**config.mk**
```make
export PLATFORM = sky130hd
export DESIGN_NAME = inv_key_schedule_flat
export DESIGN_NICKNAME = d
export VERILOG_FILES = /design/src/rtl/aes_pkg.sv /design/src/rtl/inv_key_schedule_if.sv /design/src/rtl/aes_sbox.sv /design/src/rtl/inv_key_schedule.sv /design/src/flat_wrapper.sv
export SDC_FILE = /design/constraint.sdc
export NUM_CORES = 2
export LEC_CHECK = 0
export CAP_MARGIN = 20
export CELL_PAD_IN_SITES_DETAIL_PLACEMENT = 2
export CELL_PAD_IN_SITES_GLOBAL_PLACEMENT = 2
export CORE_ASPECT_RATIO = 1.1
export CORE_MARGIN = 2
export CORE_UTILIZATION = 35
export CTS_BUF_LIST = sky130_fd_sc_hd__clkbuf_4 sky130_fd_sc_hd__clkbuf_8
export CTS_CLUSTER_SIZE = 25
export DETAILED_ROUTE_END_ITERATION = 8
export MAX_ROUTING_LAYER = met4
export PLACE_DENSITY = 0.93
export SYNTH_ARGS = -nofsm -noshare
export SYNTH_HDL_FRONTEND = slang
export SYNTH_SLANG_ARGS = --single-unit
```
**constraint.sdc**
```tcl
create_clock -name clk -period 16.2 [get_ports clk]
set_input_delay 3.24 -clock clk [delete_from_list [all_inputs] [get_ports clk]]
set_output_delay 3.24 -clock clk [all_outputs]
set_load 0.02 [all_outputs]
```
**src/rtl/aes_pkg.sv**
```systemverilog
// ---------------------------------------------------------------------------
// aes_pkg
// Shared AES-128 definitions for the key schedule and cipher blocks.
//   word_t    : 32-bit schedule word
//   NR        : number of AES-128 rounds
//   RCON      : round constants, indexed 1..NR
//   get_rcon  : bounds-safe RCON lookup (returns 0 outside 1..NR)
//   state_t   : inverse key schedule FSM states
// ---------------------------------------------------------------------------
package aes_pkg;

  typedef logic [31:0] word_t;

  localparam int NR = 10;

  localparam logic [7:0] RCON [1:10] = '{
    8'h01, 8'h02, 8'h04, 8'h08, 8'h10,
    8'h20, 8'h40, 8'h80, 8'h1b, 8'h36
  };

  typedef enum logic {
    S_IDLE = 1'b0,
    S_EMIT = 1'b1
  } state_t;

  // Round 0 never steps backwards, so its lookup must not index the table.
  function automatic logic [7:0] get_rcon(input logic [3:0] rnd);
    logic [7:0] rc;
    rc = 8'h00;
    if ((rnd >= 4'd1) && (rnd <= 4'd10)) begin
      rc = RCON[rnd];
    end
    return rc;
  endfunction

endpackage

```
**src/rtl/inv_key_schedule_if.sv**
```systemverilog
// ---------------------------------------------------------------------------
// inv_key_schedule_if
// Load and round-key handshake bundle for inv_key_schedule.
//   start     : load request (master -> slave)
//   key_last  : round-10 key, w40 in [127:96] (master -> slave)
//   rk_ready  : consumer accepts current round key (master -> slave)
//   round_key : current round key (slave -> master)
//   round_num : index of round_key, 10 down to 0 (slave -> master)
//   rk_valid  : round_key/round_num valid (slave -> master)
//   busy      : sequence in progress (slave -> master)
//   done      : one-cycle pulse after round 0 is accepted (slave -> master)
// ---------------------------------------------------------------------------
interface inv_key_schedule_if;

  logic         start;
  logic [127:0] key_last;
  logic         rk_ready;
  logic [127:0] round_key;
  logic [3:0]   round_num;
  logic         rk_valid;
  logic         busy;
  logic         done;

  modport master (
    output start, key_last, rk_ready,
    input  round_key, round_num, rk_valid, busy, done
  );

  modport slave (
    input  start, key_last, rk_ready,
    output round_key, round_num, rk_valid, busy, done
  );

endinterface

```
**src/rtl/aes_sbox.sv**
```systemverilog
// ---------------------------------------------------------------------------
// aes_sbox
// Combinational AES forward S-box: multiplicative inverse in GF(2^8)
// (x^254, modulus x^8+x^4+x^3+x+1) followed by the AES affine transform.
//   i_byte : input byte
//   o_byte : substituted byte
// ---------------------------------------------------------------------------
module aes_sbox (
  input  logic [7:0] i_byte,
  output logic [7:0] o_byte
);

  function automatic logic [7:0] gf_mul(input logic [7:0] a, input logic [7:0] b);
    logic [7:0] p;
    logic [7:0] x;
    p = 8'h00;
    x = a;
    for (int i = 0; i < 8; i++) begin
      if (b[i]) p = p ^ x;
      x = {x[6:0], 1'b0} ^ (x[7] ? 8'h1b : 8'h00);
    end
    return p;
  endfunction

  // x^254 = x^2 * x^4 * ... * x^128; maps 0 to 0 as the S-box requires.
  function automatic logic [7:0] gf_inv(input logic [7:0] a);
    logic [7:0] sq;
    logic [7:0] r;
    sq = a;
    r  = 8'h01;
    for (int i = 1; i < 8; i++) begin
      sq = gf_mul(sq, sq);
      r  = gf_mul(r, sq);
    end
    return r;
  endfunction

  logic [7:0] w_inv;

  assign w_inv  = gf_inv(i_byte);
  assign o_byte = w_inv ^ {w_inv[6:0], w_inv[7]} ^ {w_inv[5:0], w_inv[7:6]}
                ^ {w_inv[4:0], w_inv[7:5]} ^ {w_inv[3:0], w_inv[7:4]} ^ 8'h63;

endmodule

```
**src/rtl/inv_key_schedule.sv**
```systemverilog
// ---------------------------------------------------------------------------
// inv_key_schedule
// Sequential AES-128 inverse key schedule. Loads the round-10 key and walks
// the schedule backwards, presenting round keys 10..0 one per handshake.
//   clk   : system clock, rising edge
//   n_rst : asynchronous active-low reset
//   bus   : inv_key_schedule_if.slave (start/key_last load, round-key
//           valid/ready stream, busy and done status)
// ---------------------------------------------------------------------------
module inv_key_schedule
  import aes_pkg::*;
(
  input  logic               clk,
  input  logic               n_rst,
  inv_key_schedule_if.slave  bus
);

  state_t       r_state;
  state_t       w_next_state;
  logic [127:0] r_key;
  logic [3:0]   r_round;
  logic         r_done;

  logic         w_load;
  logic         w_step;
  logic         w_last;

  word_t        w_a, w_b, w_c, w_d;
  word_t        w_pa, w_pb, w_pc, w_pd;
  word_t        w_rot;
  word_t        w_sub;

  assign {w_a, w_b, w_c, w_d} = r_key;

  // Undo the forward recurrence w[i] = w[i-4] ^ w[i-1] from the last word
  // down; only the first word needs the recovered previous-round last word.
  assign w_pd  = w_d ^ w_c;
  assign w_pc  = w_c ^ w_b;
  assign w_pb  = w_b ^ w_a;
  assign w_rot = {w_pd[23:0], w_pd[31:24]};

  for (genvar i = 0; i < 4; i++) begin : g_subword
    aes_sbox u_sbox (
      .i_byte (w_rot[8*i +: 8]),
      .o_byte (w_sub[8*i +: 8])
    );
  end

  assign w_pa = w_a ^ w_sub ^ {get_rcon(r_round), 24'h000000};

  always_comb begin
    w_next_state = r_state;
    w_load       = 1'b0;
    w_step       = 1'b0;
    w_last       = 1'b0;
    unique case (r_state)
      S_IDLE: begin
        if (bus.start) begin
          w_next_state = S_EMIT;
          w_load       = 1'b1;
        end
      end
      S_EMIT: begin
        if (bus.rk_ready) begin
          if (r_round == 4'd0) begin
            w_next_state = S_IDLE;
            w_last       = 1'b1;
          end else begin
            w_step = 1'b1;
          end
        end
      end
      default: w_next_state = S_IDLE;
    endcase
  end

  // Key and round only move on load or handshake, so outputs hold under
  // backpressure and keep their last values once back in IDLE.
  always_ff @(posedge clk or negedge n_rst) begin
    if (!n_rst) begin
      r_state <= S_IDLE;
      r_key   <= '0;
      r_round <= '0;
      r_done  <= 1'b0;
    end else begin
      r_state <= w_next_state;
      r_done  <= w_last;
      if (w_load) begin
        r_key   <= bus.key_last;
        r_round <= 4'(NR);
      end else if (w_step) begin
        r_key   <= {w_pa, w_pb, w_pc, w_pd};
        r_round <= r_round - 4'd1;
      end
    end
  end

  assign bus.round_key = r_key;
  assign bus.round_num = r_round;
  assign bus.rk_valid  = (r_state == S_EMIT);
  assign bus.busy      = (r_state == S_EMIT);
  assign bus.done      = r_done;

endmodule
```
**src/flat_wrapper.sv**
```systemverilog
// flat-port wrapper written by rule: the top's interface ports become plain ports
module inv_key_schedule_flat import aes_pkg::*;
  (clk, n_rst, bus_start, bus_key_last, bus_rk_ready, bus_round_key, bus_round_num, bus_rk_valid, bus_busy, bus_done);
  inv_key_schedule_if bus_i ();
  input  logic clk;
  input  logic n_rst;
  input wire logic [$bits(bus_i.start)-1:0] bus_start;
  input wire logic [$bits(bus_i.key_last)-1:0] bus_key_last;
  input wire logic [$bits(bus_i.rk_ready)-1:0] bus_rk_ready;
  output wire logic [$bits(bus_i.round_key)-1:0] bus_round_key;
  output wire logic [$bits(bus_i.round_num)-1:0] bus_round_num;
  output wire logic [$bits(bus_i.rk_valid)-1:0] bus_rk_valid;
  output wire logic [$bits(bus_i.busy)-1:0] bus_busy;
  output wire logic [$bits(bus_i.done)-1:0] bus_done;
  assign bus_i.start = bus_start;
  assign bus_i.key_last = bus_key_last;
  assign bus_i.rk_ready = bus_rk_ready;
  assign bus_round_key = bus_i.round_key;
  assign bus_round_num = bus_i.round_num;
  assign bus_rk_valid = bus_i.rk_valid;
  assign bus_busy = bus_i.busy;
  assign bus_done = bus_i.done;
  inv_key_schedule u_core (.clk(clk), .n_rst(n_rst), .bus(bus_i));
endmodule
```
==> flow_summary.yaml, run 1 <==
synthesis:
  synth_cell_types: 125
  syn_avg_cell_area_sq_um: 7.416
  synth_common_cells: "xnor2_1 (1708), nor2_1 (1237), nand2_1 (967)"
  ys_warn_count: 0
  synth_fa_ha_area_frac: 0.004982
  synth_xor_area_frac: 0.4810
  synth_top_family_by_area: "XOR/XNOR gates"
  synth_area_leader_cell: "xnor2_1"
  synth_top_area_share: 0.2402
  synth_area_sq_um: 62290
  synthSimpleGateAreaFrac: 0.2031
  ys_seq_area_frac: 0.05383
  synth_edf_count: 0
  synth_mux_area_frac: 0.03871
  yosysMostFrequentCell: "xnor2_1"
  ys.flop_type: "dfrtp_1"
  synth_cells: 8399
  ys_ff_latch: 134
  syn-num-nets: 8555
  async_flop_share: 1.000
  ys_top_cells_by_area: "xnor2_1 (24%), xnor3_1 (9.6%), xor2_1 (7.7%)"
  synth_compound_area_frac: 0.1778
placement:
  port_buffers: 266
  postPlaceCellArea_sq_um: 69740
  place_hpwl_um: 258300
  preCtsSetupSlack_ns: -2.526
  place_congestion: 0.9598
floorplanning:
  num_rows: 162
  initial_core_util: 0.3520
  die-width_um: 406.2
  ioPinCount: 267
  die_h_um: 446.5
outcome:
  error: "[ERROR DPL-0033] detailed placement checks failed during check placement."
  status: "stopped before the end"
  failing_step: "4_1_cts"
cts:
  numCtsBuffers: 17
  clk_path_buf_depth: 2
  h-tree-depth: 4
  clock-sinks: 134
  cts-root-buf: "clkbuf_8"
  cts_hold_buffers: 0
  cts.repair.resized: 482
  post_cts.repair.setup_buffers: 159
## cell families after synthesis
kind of cell	after synthesis
flip-flops	134
AO/OA/AOI/OAI	1698
XOR/XNOR	2737
multiplexers	230
AND/OR/NAND/NOR	2962
adder cells (fa/ha/maj)	25
buffers and inverters	613
## metrics by stage
step / utilization / hold WS (ns) / instances
2_1_floorplan: - / 0.6623 / 8399
3_3_place_gp: 0.3939 / 0.5881 / 10988
3_5_place_dp: 0.3941 / 0.6268 / 10992
==> run 2: changes to the inputs <==
==> config.mk (replaced) <==
export PLATFORM = sky130hd
export DESIGN_NAME = inv_key_schedule_flat
export DESIGN_NICKNAME = d
export VERILOG_FILES = /design/src/rtl/aes_pkg.sv /design/src/rtl/inv_key_schedule_if.sv /design/src/rtl/aes_sbox.sv /design/src/rtl/inv_key_schedule.sv /design/src/flat_wrapper.sv
export SDC_FILE = /design/constraint.sdc
export NUM_CORES = 2
export LEC_CHECK = 0
export CAP_MARGIN = 20
export CORE_MARGIN = 2
export CORE_UTILIZATION = 40
export DETAILED_ROUTE_END_ITERATION = 8
export PLACE_DENSITY_LB_ADDON = 0.15
export SYNTH_ARGS = -nofsm -noshare
export SYNTH_HDL_FRONTEND = slang
export SYNTH_SLANG_ARGS = --single-unit
==> constraint.sdc (replaced) <==
create_clock -name clk -period 21.1 [get_ports clk]
set_input_delay 4.22 -clock clk [delete_from_list [all_inputs] [get_ports clk]]
set_output_delay 4.22 -clock clk [all_outputs]
set_load 0.02 [all_outputs]
==> run 2 against run 1 <==
  * Area after synthesis unchanged
  * The run now ends clean
  * Synthesized cell count unchanged
==> flow_summary.yaml, run 2 <==
synthesis:
  synth_common_cells: "xnor2_1 (1708), nor2_1 (1237), nand2_1 (967)"
  synth_top_area_share: 0.2402
  syn-num-nets: 8555
  ys_warn_count: 0
  syn_avg_cell_area_sq_um: 7.416
  synth_area_leader_cell: "xnor2_1"
  yosysMostFrequentCell: "xnor2_1"
  synth_cells: 8399
  ys_top_cells_by_area: "xnor2_1 (24%), xnor3_1 (9.6%), xor2_1 (7.7%)"
  ys.flop_type: "dfrtp_1"
  synth_area_sq_um: 62290
  synth_edf_count: 0
  async_flop_share: 1.000
  synth_cell_types: 125
  ys_seq_area_frac: 0.05383
  ys_ff_latch: 134
global_route:
  grtUsageMet2: 0.4018
  overflow: 0
  grt_pass1_vias: 55617
  grt_pass1_wl_um: 329700
  busiest_layer: "met2"
  antenna_found_initial: 4
  use_met3: 0.02604
  grt_max_degree: 106
  grt_use_total: 0.2550
  gr-usage-met1: 0.3736
critical_path:
  path_common_cell: "xnor2_1"
  cp.arrival_ns: 19.75
  path_buf_inv: 3
  timing.rr.start: "u_core.bus.round_key[55]$_DFFE_PN0P_"
  worstSetupPathType: "flip-flop to flip-flop"
  cp.required_ns: 21.47
  cp-startpoint: "u_core.bus.round_key[55]$_DFFE_PN0P_"
  end_kind: "flip-flop"
  slowest_stage: "a2111oi_0"
  slowest_delay_ns: 0.85
  rr_endpoint: "u_core.bus.round_key[120]$_DFFE_PN0P_"
  regToRegSetupSlack_ns: 1.72
  reg2regPathDepth: 57
  critPathTopFamily: "XOR/XNOR gates"
  crit_fanout: 17
  start_kind: "flip-flop"
cts:
  clk_pin_slew_ns: 0.07
  post_cts.repair.setup_buffers: 0
  cts.repair.resized: 0
  clk_path_buf_depth: 2
  cts-root-buf: "clkbuf_16"
  insertion_delay_ns: 0.53
  numCtsBuffers: 17
  h-tree-depth: 4
  cts_tree: "built"
  clock-sinks: 134
  cts_hold_buffers: 0
finish:
  mostFrequentLayoutCells: "xnor2_1 (1661), nor2_1 (1236), nand2_1 (967)"
  n_fill_cell: 15660
  drive_gt1_frac: 0.08718
  final_common_cell: "xnor2_1"
  area_growth_pct: 10.28
  fin_nets: 8620
  largest_reg_flops: 128
floorplanning:
  num_rows: 144
  die_area_sq_um: 158900
  die_h_um: 398.6
  ioPinCount: 267
  core_sq_um: 154400
  initial_core_util: 0.4034
  die-width_um: 398.6
timing:
  period_share: 0.9185
  clock_skew_ns: 0.01560
  finalSetupTns_ns: 0
  hold_violations: 0
  rsz0062_at_grt: "no"
  fmaxAchievable_ghz: 0.05160
  fin_hold_ws_ns: 0.6115
  slew_viol_final: 0
  relSlewSlack: 0.2586
  max_slew.worst_pin.slew_ns: 1.104
  layout_setup_ws_ns: 1.720
  min_period_ns: 19.38
  finalSetupViolations: 0
routing:
  drt_iter0_drc: 5652
  drcViolationCount: 0
  viasPerCell: 5.652
  post_drt_wl_per_cell_um: 19.89
  first_pass_iters: 9
  wl_um: 209300
  via_count: 59473
  ant_nets: 0
min_path:
  min_from: "u_core.bus.round_key[118]$_DFFE_PN0P_"
  min_path_cells: 2
  hp-class: "flip-flop to flip-flop"
  worstHoldEndpoint: "u_core.bus.round_key[118]$_DFFE_PN0P_"
placement:
  place_congestion: 0.9028
  port_buffers: 266
  preCtsSetupSlack_ns: 1.677
  place_hpwl_um: 155200
outcome:
  status: "complete, no violations"
run:
  drv_cap: 0
run 2: cell counts after synthesis:
Identical to the previous run, type by type.
run 2: cell type report:
cell class                      instances  area, sq um  area share
Clock buffer                           20        446.7    0.006502
Timing Repair Buffer                  573         4984     0.07255
Antenna cell                            2        5.005  0.00007286
Tap cell                             2044         2557     0.03723
Inverter                               86        322.8    0.004699
Sequential cell                       134         3353     0.04881
Clock inverter                         12        145.1    0.002113
Multi-Input combinational cell       7652        56880      0.8280
run 2: worst max path at each step:
stage,to,slack (ns),cells after the start
3_5_place_dp,u_core.bus.round_key[120]$_DFFE_PN0P_,1.68,57
4_1_cts,u_core.bus.round_key[120]$_DFFE_PN0P_,1.61,57
5_1_grt,u_core.bus.round_key[120]$_DFFE_PN0P_,0.22,58
6_report,u_core.bus.round_key[120]$_DFFE_PN0P_,1.72,57
3_3_place_gp,u_core.bus.round_key[101]$_DFFE_PN0P_,2.16,51
2_1_floorplan,u_core.bus.round_key[124]$_DFFE_PN0P_,5.49,61
run 2: worst reg2reg max path: cells and delay by family, from the launching register on:
family / cells / cell delay, ns
XOR/XNOR: 20 / 7.49
AO/OA/AOI/OAI: 15 / 4.08
AND/OR/NAND/NOR: 10 / 3.51
adder cells (fa/ha/maj): 4 / 1.84
multiplexers: 5 / 1.11
buffers and inverters: 3 / 0.72
flip-flops: 1 / 0.47
run 2: cells by family (layout without fill, tap and decap cells):
family | count (synthesis) | count (layout) | share of synthesized area
other cells | 0 | 2 | 0
simple gates | 2962 | 2962 | 0.2031
fa+ha+maj | 25 | 25 | 0.004982
compound gates | 1698 | 1698 | 0.1778
buf+inv | 613 | 691 | 0.04050
xor+xnor | 2737 | 2737 | 0.4810
flops | 134 | 134 | 0.05383
mux | 230 | 230 | 0.03871
run 2: through the flow:
step                instance area [sq um]  instances    util
finish                              68690      10523  0.4449
global route                        68690      10521  0.4449
CTS                                 68600      10512  0.4443
detailed placement                  68010      10480  0.4404
global placement                    67990      10478  0.4403
floorplan                           62290       8399       -
run 2: metal layers:
metal / vias to the layer above / share of wire / wire length, um
met5: - / 0 / 0
met2: 1981 / 0.44 / 92840
met1: 28486 / 0.48 / 99750
li1: 28829 / - / -
met3: 177 / 0.062 / 13010
met4: 0 / 0.018 / 3702
Power of run 2 is not shown: default switching activity piles up to over one toggle a cycle in this logic, so the estimate is an artifact.
